### src/rtl/lc3b_types.sv
// rtl/lc3b_types.sv - LC-3b opcode, condition-code and branch-resolution types shared by the pipeline.
package lc3b_types;

  typedef enum logic [3:0] {
    op_br   = 4'b0000,
    op_jsr  = 4'b0100,
    op_jmp  = 4'b1100,
    op_trap = 4'b1111
  } lc3b_opcode;

  typedef logic [2:0] lc3b_nzp;

  typedef struct packed {
    logic        taken;
    logic        mispredict;
    logic [15:0] target;
  } br_resolve_t;

  function automatic lc3b_nzp gen_nzp(input logic [15:0] value);
    return {value[15], value == 16'h0000, !value[15] && (value != 16'h0000)};
  endfunction

endpackage

### src/rtl/bht_counters.sv
// rtl/bht_counters.sv - Branch history table of saturating counters: combinational read, registered train.
module bht_counters #(
  parameter int BHT_ENTRIES = 16,
  parameter int CTR_WIDTH   = 2,
  localparam int IDX_W      = $clog2(BHT_ENTRIES)
) (
  input  logic             clk,
  input  logic             reset_n,
  input  logic [IDX_W-1:0] rd_idx,
  output logic             rd_taken,
  input  logic             train_en,
  input  logic [IDX_W-1:0] train_idx,
  input  logic             train_taken
);

  localparam logic [CTR_WIDTH-1:0] CTR_MAX  = {CTR_WIDTH{1'b1}};
  localparam logic [CTR_WIDTH-1:0] CTR_INIT = CTR_MAX >> 1;
  localparam logic [CTR_WIDTH-1:0] CTR_ONE  = CTR_WIDTH'(1);

  logic [CTR_WIDTH-1:0] ctr [BHT_ENTRIES];

  // A train and a read of the same entry in one cycle returns the pre-edge value.
  assign rd_taken = ctr[rd_idx][CTR_WIDTH-1];

  always_ff @(posedge clk or negedge reset_n) begin
    if (!reset_n) begin
      for (int i = 0; i < BHT_ENTRIES; i++) begin
        ctr[i] <= CTR_INIT;
      end
    end else if (train_en) begin
      if (train_taken) begin
        if (ctr[train_idx] != CTR_MAX) ctr[train_idx] <= ctr[train_idx] + CTR_ONE;
      end else begin
        if (ctr[train_idx] != '0) ctr[train_idx] <= ctr[train_idx] - CTR_ONE;
      end
    end
  end

endmodule

### src/rtl/branch_resolve_unit.sv
// rtl/branch_resolve_unit.sv - Writeback-stage resolver for BR/JMP/JSR/TRAP with nzp register and BHT training.
module branch_resolve_unit
  import lc3b_types::*;
#(
  parameter int BHT_ENTRIES = 16,
  parameter int CTR_WIDTH   = 2,
  parameter int CNT_WIDTH   = 16
) (
  input  logic                 clk,
  input  logic                 reset_n,
  input  logic                 valid_in,
  input  logic [15:0]          ir_in,
  input  logic [15:0]          pc_in,
  input  logic [15:0]          base_in,
  input  logic                 cc_load,
  input  logic [15:0]          cc_value_in,
  input  logic                 pred_taken_in,
  input  logic [15:0]          lookup_pc,
  output logic                 lookup_taken,
  output logic                 redirect_valid,
  output logic [15:0]          redirect_pc,
  output logic                 redirect_is_trap,
  output logic                 squash,
  output logic [2:0]           cc_out,
  output logic [CNT_WIDTH-1:0] mispredict_count
);

  localparam int IDX_W = $clog2(BHT_ENTRIES);

  lc3b_nzp           cc;
  br_resolve_t       br;
  logic              is_br;
  logic [15:0]       br_pc;
  logic              nxt_valid;
  logic [15:0]       nxt_pc;
  logic              nxt_trap;
  logic              unused_pc_bits;

  // pc_in is already PC+2, so the branch's own address is one word back.
  assign br_pc = pc_in - 16'd2;
  assign is_br = (ir_in[15:12] == op_br) && (ir_in != 16'h0000);
  assign unused_pc_bits = ^{lookup_pc[15:IDX_W+1], lookup_pc[0], br_pc[15:IDX_W+1], br_pc[0]};

  always_comb begin
    br.taken      = |(ir_in[11:9] & cc);
    br.mispredict = br.taken != pred_taken_in;
    br.target     = pc_in + {{6{ir_in[8]}}, ir_in[8:0], 1'b0};
  end

  always_comb begin
    nxt_valid = 1'b0;
    nxt_pc    = redirect_pc;
    nxt_trap  = 1'b0;
    if (valid_in) begin
      case (ir_in[15:12])
        op_br: begin
          if (is_br && br.mispredict) begin
            nxt_valid = 1'b1;
            nxt_pc    = br.taken ? br.target : pc_in;
          end
        end
        op_jmp: begin
          nxt_valid = 1'b1;
          nxt_pc    = base_in;
        end
        op_jsr: begin
          nxt_valid = 1'b1;
          nxt_pc    = ir_in[11] ? pc_in + {{4{ir_in[10]}}, ir_in[10:0], 1'b0} : base_in;
        end
        op_trap: begin
          nxt_valid = 1'b1;
          nxt_pc    = {7'b0, ir_in[7:0], 1'b0};
          nxt_trap  = 1'b1;
        end
        default: ;
      endcase
    end
  end

  always_ff @(posedge clk or negedge reset_n) begin
    if (!reset_n) begin
      cc               <= 3'b010;
      redirect_valid   <= 1'b0;
      redirect_pc      <= 16'h0000;
      redirect_is_trap <= 1'b0;
      mispredict_count <= '0;
    end else begin
      redirect_valid   <= nxt_valid;
      redirect_pc      <= nxt_pc;
      redirect_is_trap <= nxt_trap;
      if (valid_in && cc_load && !is_br) cc <= gen_nzp(cc_value_in);
      if (valid_in && is_br && br.mispredict && (mispredict_count != '1)) begin
        mispredict_count <= mispredict_count + CNT_WIDTH'(1);
      end
    end
  end

  assign squash = redirect_valid;
  assign cc_out = cc;

  bht_counters #(
    .BHT_ENTRIES(BHT_ENTRIES),
    .CTR_WIDTH  (CTR_WIDTH)
  ) u_bht (
    .clk        (clk),
    .reset_n    (reset_n),
    .rd_idx     (lookup_pc[IDX_W:1]),
    .rd_taken   (lookup_taken),
    .train_en   (valid_in && is_br),
    .train_idx  (br_pc[IDX_W:1]),
    .train_taken(br.taken)
  );

endmodule
### config.mk
export PLATFORM = sky130hd
export DESIGN_NAME = branch_resolve_unit
export DESIGN_NICKNAME = d
export VERILOG_FILES = /design/src/rtl/lc3b_types.sv /design/src/rtl/bht_counters.sv /design/src/rtl/branch_resolve_unit.sv
export SDC_FILE = /design/constraint.sdc
export NUM_CORES = 1
export LEC_CHECK = 0
export ABC_AREA = 1
export BUFFER_PORTS_ARGS = -buffer_cell sky130_fd_sc_hd__buf_2
export CORE_MARGIN = 3
export CORE_UTILIZATION = 55
export DETAILED_ROUTE_END_ITERATION = 8
export PLACE_DENSITY = 0.89
export SLEW_MARGIN = 0
export SYNTH_ARGS = -nofsm -noshare
export SYNTH_HDL_FRONTEND = slang
export SYNTH_SLANG_ARGS = --single-unit
### constraint.sdc
create_clock -name clk -period 2.9 [get_ports clk]
set_input_delay 0.87 -clock clk [delete_from_list [all_inputs] [get_ports clk]]
set_output_delay 0.87 -clock clk [all_outputs]
set_load 0.1 [all_outputs]
* After elaboration in Yosys (flattened, before gate mapping)
Cells that the tools add are included.
Widths: inputs -> output; s select.
** Cells by class
- Bitwise operators :: 3
- Eq/ne operators :: 8
- Reductions and logical operators :: 22
- Add/subtract/negate cells :: 6
- Magnitude comparators :: 3
- Muxes and demuxes :: 22
** Operators with widths (count)
- $mux 32 :: 3
- $bwmux 32 :: 2
- $pmux 16 s4 :: 1
- $mux 16 :: 3
- $add 16x16->16 :: 2
- $reduce_bool 16->1 :: 2
- $add 16x1->16 const B :: 1
- $bmux 2 s4 :: 2
- $logic_not 16->1 :: 1
- $ne 16x16->1 const B :: 1
- $ge 5x5->1 const B :: 2
- $mux 2 :: 5
- $not 4->5 :: 2
- $logic_and 1x1->1 :: 9
- $demux 2 s4 :: 1
- $eq 4x4->1 const B :: 2
- $reduce_and 3->1 :: 2
- $reduce_or 3->1 :: 2
- $lt 5x1->1 const B :: 1
- $sub 5x2->5 const B :: 1
- $eq 4x3->1 const B :: 1
- $logic_not 4->1 :: 1
- $mux 1 :: 4
- $ne 2x2->1 const B :: 2
- other kinds (9) :: 11
** Storage, ports and cells
- Bits of input ports :: 85
- Register bits after elaboration :: 69
- Logic and storage cells :: 85
- Output and inout port bits :: 39

* Depth between registers and ports, before layout
Gate-level depths: netlist (run 1).
- Depth after elaboration :: 9
- Depth in mapped cells :: 22
- Depth with buffers taken out :: 18

* Cells and area by module
Synthesis (run 1) repeated with hierarchy kept, for this count alone.
** Second synthesis, totals
- Cell total of the unflattened synthesis :: 846
- Area, all modules :: 5524.0 µm²
** Modules (own cells, without submodules)
- branch_resolve_unit :: area each 3559.7 µm², times used 1, cells an instance 567, seq. area each 927.1 µm²
- bht_counters :: area each 1964.4 µm², times used 1, cells an instance 279, seq. area each 820.8 µm²

* Worst setup path before layout (run 1)
OpenSTA, ideal clock, no wires.
- Path type :: input-to-reg
- Start :: input pc_in[1]
- End :: register u_bht.ctr[11] (netlist name)
- Data arrival time :: 3.385 ns
- Setup time :: 0.127 ns
- Cell stages on the path :: 17
- Path buffers :: 3
- Required time :: 2.773 ns
- Slack :: -0.612 ns
- Path through :: buf_4 -> inv_2 -> buf_2 -> ha_1 -> or2_1 -> nand2_4 -> inv_2 -> nand2_1 -> nand3_1 -> nand2_2 -> inv_2 -> buf_4 -> ha_1 -> xor2_1 -> inv_1 -> nand2_1 -> o21ai_0
** On the way
- Word-level cells in the longest chain between the ends :: 9
- Elaborated cells on any way between the ends :: 22
- Those cells by class :: add/sub: 3; order compare: 2; eq/ne: 2; mux: 10; bitwise: 1; reduce/logical: 4
** Ends and longest elaborated chain
- start: declaration :: line branch_resolve_unit.sv:13 : input logic [15:0] pc_in,
- $sub 5x2->5 * :: line branch_resolve_unit.sv:40 : assign br_pc = pc_in - 16'd2;
- $not 4->5 (implied by the code) * :: line bht_counters.sv:32, bht_counters.sv:34
- $bmux 2 s4 (tied with other cells) :: line bht_counters.sv:32, bht_counters.sv:34
- $mux 2 (implied by the code) or $logic_and 1x1->1 (tied branches) :: line bht_counters.sv:32, bht_counters.sv:34
- $mux 2 (implied by the code) :: line bht_counters.sv:32, bht_counters.sv:34
- $sub 2x1->2 (tied with other cells) :: line bht_counters.sv:34 : if (ctr[train_idx] != '0) ctr[train_idx] <= ctr[train_idx] - CTR_ONE;
- $bwmux 32, on equally long branches :: line bht_counters.sv:34, bht_counters.sv:32
- $mux 32, on equally long branches :: line bht_counters.sv:34, bht_counters.sv:32
- $mux 32 :: line bht_counters.sv:31 : if (train_taken) begin
- end signal: indexed assignment :: line bht_counters.sv:28 : ctr[i] <= CTR_INIT;
- end: declaration :: line bht_counters.sv:20 : logic [CTR_WIDTH-1:0] ctr [BHT_ENTRIES];
Every way passes the cells marked *; elsewhere a longest branch is shown, timed or not. The select of a mux whose other input is x is not followed.
A chain may end at the register's enable or synchronous reset.

* Worst setup path after layout (run 1)
- Start :: input pc_in[1]
- End :: register u_bht.ctr[31] (netlist name)
Same word-level chain as after synthesis.

==> results of run 1 <==
metal layers:
layer / GRT usage / up-vias
li1: - / 2915
met1: 0.405 / 2774
met2: 0.491 / 361
met3: 0.0531 / 53
met4: 0.127 / 0
met5: 0 / -
kinds of logic after synthesis:
logic type,Yosys count
simple gates,424
fa+ha+maj,27
flops,69
buf+inv,109
compound gates,143
mux,1
xor+xnor,25
worst max path at each step:
stage / startpoint / to / slack [ns]
5_1_grt: pc_in[1] / u_bht.ctr[15]$_DFFE_PN0P_ / -0.21
6_report: pc_in[1] / u_bht.ctr[31]$_DFFE_PN0P_ / -0.08
3_5_place_dp: pc_in[2] / u_bht.ctr[21]$_DFFE_PN0P_ / -0.46
2_1_floorplan: pc_in[1] / u_bht.ctr[1]$_DFFE_PN0P_ / -0.23
4_1_cts: pc_in[1] / u_bht.ctr[15]$_DFFE_PN0P_ / 0.003
3_3_place_gp: pc_in[1] / u_bht.ctr[21]$_DFFE_PN0P_ / -0.40
worst min-delay path: stages, from the launching register on:
cell,delay (ns)
dfstp_2,0.38
nand2_1,0.05
o21ai_1,0.05
layout make-up:
cell class	count	area [um^2]
tap	129	161
clock buffer	11	151
multi-input combinational	620	3340
clock inverter	5	81.3
fill	744	2550
timing repair buffer	153	966
inverter	92	365
sequential	69	1750
through the flow:
stage	std cells	utilization	hold slack [ns]	power, uW	instance area [um^2]
4_1_cts	1074	0.706	0.477	4100	6620
3_5_place_dp	1058	0.680	0.465	3180	6370
5_1_grt	1079	0.728	0.492	4330	6820
3_3_place_gp	1058	0.680	0.452	3140	6370
6_report	1079	0.728	0.479	4140	6820
2_1_floorplan	798	-	0.442	2690	5480
cell usage in the layout, fill, tap and decap left out, types with 6 or more instances in the layout:
master,instances
a21oi_1,39
buf_2,107
buf_4,37
clkbuf_8,11
dfrtp_1,52
dfstp_2,17
ha_1,23
inv_1,82
inv_2,6
nand2_1,235
nand3_1,42
nand4_1,17
nor2_1,82
nor2_4,8
nor3_1,7
nor4_1,6
o21ai_0,48
o21ai_1,26
xnor2_1,6
xor2_1,17
synth_stat cells, drive strengths merged, types with 4 or more instances:
library cell	instances	area share
nand2	242	0.17
nor2	94	0.069
inv	92	0.064
o21ai	77	0.072
dfrtp	52	0.24
nand3	47	0.047
a21oi	44	0.042
ha	26	0.061
xor2	19	0.032
nand4	18	0.022
dfstp	17	0.083
buf	14	0.019
nor3	8	0.0084
nor4	6	0.0070
xnor2	6	0.0098
a22oi	5	0.0070
o211ai	4	0.0056
power breakdown:
group / switching, uW / leakage [uW] / internal (uW)
registers: 110 / 0.000815 / 1120
clock network: 386 / 0.000116 / 533
logic: 1540 / 0.00253 / 456
repair_timing:
item / CTS / global route
gates resized for setup: 8 / 46
pin swaps: 2 / 15
cloned: 0 / 1
endpoints found under the setup margin: 21 / 30
hold endpoints to repair: 0 / 0
buffers inserted: 0 / 4
hold buffers: 0 / 0
==> results.toml, run 1 <==
[worst_setup_path]
worstPathArrival_ns = 3.22
crit_buf_inv = 6
r2r_cells = 16
path_delay_family = "simple AND/OR/NAND/NOR gates"
critical_path_peak_fanout = 5
cp.required_ns = 3.14
crit_type = "in -> reg"
reg2reg_to = "u_bht.ctr[31]$_DFFE_PN0P_"
max_stage_delay_ns = 0.31
cp-start-kind = "input pin"
worst_path_max_delay_cell = "ha_4"
cp-end-kind = "flip-flop"
worstPathCellList = "buf_8 -> inv_8 -> ha_4 -> buf_6 -> o21ai_0 -> o22ai_1 -> nand2_1 -> nand3_2 -> nand2_2 -> ha_2 -> mux2i_1 -> inv_1 -> nor2_4 -> buf_12 -> buf_4 -> nand3_1 -> nand2_1 -> o21ai_1"
reg2reg_from = "u_bht.ctr[5]$_DFFE_PN0P_"
rrSetupSlack_ns = 0.45
worstSetupPathDepth = 18
crit_top_cell = "nand2_1"

[logic_synthesis]
async_reset_ff_frac = 1.00
ys_seq_area_frac = 0.325
synth_xor_xnor_area_share = 0.0421
synthMuxAreaShare = 0.00186
synth_nets = 910
synthAdderAreaFrac = 0.0642
synth_edf_count = 0
synth_compound_area_frac = 0.145
syn_area_per_cell_um2 = 6.74
ys_ff_latch = 69
synth_top_family_by_area = "simple AND/OR/NAND/NOR gates"
syn_area_um2 = 5380
ys.flop_type = "dfrtp_1"
yosysWarnings = 0
syn_inst = 798
synthSimpleGateAreaFrac = 0.337
ys_types = 50

[place]
dp_hpwl_um = 12800
io_buffers = 111
pre_cts_ws_ns = -0.461
globalplace.congestion = 0.954

[global_route]
grt_pass1_wl_um = 27000
antenna_found_initial = 0
overflow = 0
grt_max_degree = 70
grt_pass1_vias = 5648
grt_usage = 0.305

[timing]
fin_ws_ns = -0.0829
rsz0062_at_grt = "yes"
fin_crit_ns = 2.98
hold_violations = 0
slew_violations = 0
timing.fmax_ghz = 0.335
setup_viol = 20
slew_headroom = 0.638
tns_ns = -0.765
period_share = 1.03
worst_clock_skew_ns = 0.00780
tightest_slew_ns = 0.542

[die]
start_util = 0.574
die_w_um = 105
core_area_um2 = 9370
num_rows = 35
io_pins = 124
dieHeight_um = 105
die_area_um2 = 11000

[route]
wl_met3_um = 1600
drt_iter0_drc = 513
drc_errors = 0
post_drt_wl_per_cell_um = 15.9
wl_met1_um = 6990
firstDrtPassIters = 5
drt-vias-per-instance = 5.66
antenna_left = 0
num_vias = 6103
wl_met2_um = 7980
highest_layer = "met4"
wirelength_um = 17200

[run_status]
status = "complete, but fails checks"
violations = "setup timing"

[clock_tree]
cts-buffers-inserted = 9
path_clk_slew_ns = 0.08
clkLatencyLatePin_ns = 0.35
cts_num_sinks = 69
cts_tree = "built"
htree_num_levels = 3
clockBufferDepth = 2
cts-root-buf = "clkbuf_8"

[pwr]
p_leak_uw = 0.00347
ir_drop_uv = 725
p_per_area_nw_per_um2 = 608

[final_layout]
diodes = 0
drive_gt1_frac = 0.249
finalNetCount = 1057
syn2layout_area_growth_pct = 26.8

[run]
cap_viol_max_count = 0

[min_path]
hold_path_depth = 2
hold_path.class = "reg -> reg"
No activity file was read; power rests on OpenSTA's default activity.
==> run 2: changes to the inputs <==
--- a/config.mk
+++ b/config.mk
@@ -10,7 +10,9 @@
 export CORE_MARGIN = 3
 export CORE_UTILIZATION = 55
 export DETAILED_ROUTE_END_ITERATION = 8
+export GPL_TIMING_DRIVEN = 0
 export PLACE_DENSITY = 0.89
+export SETUP_SLACK_MARGIN = 0.02
 export SLEW_MARGIN = 0
 export SYNTH_ARGS = -nofsm -noshare
 export SYNTH_HDL_FRONTEND = slang
==> results.toml, run 2 (synthesized netlist as in run 1, its figures left out) <==
[run_status]
status = "complete, but fails checks"
violations = "setup timing"

[place]
globalplace.congestion = 0.993
dp_hpwl_um = 12300
dpl.cell_count = 1038
post_dp_cell_area_um2 = 6200
pre_cts_ws_ns = -0.826
io_buffers = 111

[die]
num_rows = 35
core_area_um2 = 9370
die_w_um = 105
dieHeight_um = 105
io_pins = 124
die_area_um2 = 11000
start_util = 0.574

[final_layout]
diodes = 0
final_cell_area_um2 = 6710
finalNetCount = 1050
final_core_util = 0.716
drive_gt1_frac = 0.249
layout_common_cells = "232 x nand2_1, 112 x buf_2, 82 x nor2_1"
instances_no_fill = 1072
syn2layout_area_growth_pct = 24.8
final_common_cell = "nand2_1"

[clock_tree]
cts_num_sinks = 69
cts_hold_buf = 0
clockBufferDepth = 2
clkLatencyLatePin_ns = 0.37
htree_num_levels = 3
path_clk_slew_ns = 0.08
cts-buffers-inserted = 9
cts-root-buf = "clkbuf_8"
cts_tree = "built"

[route]
drt-vias-per-instance = 5.67
firstDrtPassIters = 5
antenna_left = 0
drc_errors = 0
drt_iter0_drc = 519
num_vias = 6073
post_drt_wl_per_cell_um = 16.0
wirelength_um = 17100

[pwr]
ir_drop_uv = 639
p_leak_uw = 0.00340
p_per_area_nw_per_um2 = 592

[worst_setup_path]
cp-end-kind = "flip-flop"
worstPathArrival_ns = 3.55
cp-start-kind = "input pin"
crit_type = "in -> reg"
rrSetupSlack_ns = 0.39
critical_path_peak_fanout = 6
cp.required_ns = 3.20

[timing]
worst_clock_skew_ns = 0.0163
rsz0062_at_grt = "yes"
period_share = 1.12
fin_ws_ns = -0.351
tns_ns = -7.06
slew_violations = 0
hold_violations = 0
tightest_slew_ns = 0.882
timing.fmax_ghz = 0.308
slew_headroom = 0.412
setup_viol = 32
fin_crit_ns = 3.25

[global_route]
grt_pass1_vias = 5662
antenna_found_initial = 0
grt_pass1_wl_um = 27400
overflow = 0
grt_max_degree = 70
grt_usage = 0.310

[run]
cap_viol_max_count = 0

[min_path]
hold_path.class = "reg -> reg"
[run 2: changes by cell type in the layout (fill, tap and decap cells not counted), sizes merged]
cell	previous run	this run
clkbuf	12	13
bufinv	2	0
buf	152	143
clkinv	1	4
clkinvlp	1	3
inv	93	91
[run 2: timing repair]
item,CTS,global route
resized for setup,31,38
setup buffers,10,5
pin swaps,12,7
setup endpoints to repair,33,33
cloned,2,1
[run 2: final cells by class]
type / instances / area (um^2)
plain buffers: 17 / 155
clock buffers: 10 / 138
clock inverters: 6 / 38.8
fillers: 788 / 2660
inverters: 92 / 362
multi-input cells: 620 / 3370
flip-flops and latches: 69 / 1750
well taps: 129 / 161
repair buffers: 129 / 737
[run 2: routing by layer]
| metal | vias to the layer above | routed length [um] | track usage |
|---|---|---|---|
| met1 | 2703 | 6710 | 0.402 |
| met3 | 76 | 1840 | 0.0649 |
| li1 | 2902 | - | - |
| met2 | 392 | 7740 | 0.495 |
| met5 | - | 0 | 0 |
| met4 | 0 | 838 | 0.143 |
[run 2: power breakdown]
part	switching, uW	leakage [uW]	internal [uW]
Clock	409	0.0000880	330
Sequential	110	0.000815	1120
Combinational	1540	0.00250	463
[run 2: critical path, cell delays in order]
cell        delay (ns)
buf_12            0.11
buf_12            0.12
inv_8             0.05
buf_8             0.09
ha_4              0.21
clkinvlp_4        0.17
a21oi_2           0.04
o21ai_1           0.08
a21oi_1           0.08
or3_1             0.38
nand2_2           0.11
inv_2             0.05
ha_4              0.14
mux2i_1           0.14
inv_1             0.09
nor2_4            0.16
buf_4             0.17
nand4_1           0.19
nand2_1           0.19
o21ai_2           0.08
[run 2: final timing paths]
| check | start | endpoint | depth (start not counted) |
|---|---|---|---|
| setup / recovery | pc_in[1] | flip-flop | 20 |
| hold / removal | redirect_pc[1]$_DFFE_PN0P_ | redirect_pc[1]$_DFFE_PN0P_ | 2 |
| setup reg to reg | u_bht.ctr[5]$_DFFE_PN0P_ | flip-flop | 15 |
| hold reg to reg | redirect_pc[1]$_DFFE_PN0P_ | redirect_pc[1]$_DFFE_PN0P_ | 2 |
| max in group asynchronous | reset_n | redirect_pc[2]$_DFFE_PN0P_ | 1 |
| min in group asynchronous | reset_n | u_bht.ctr[9]$_DFFE_PN0P_ | 1 |
[run 2: stage by stage]
step	total power [uW]	hold WS (ns)
floorplan	2690	0.442
global placement	3080	0.461
detailed placement	3110	0.463
CTS	3910	0.474
global route	4160	0.492
finish	3970	0.484
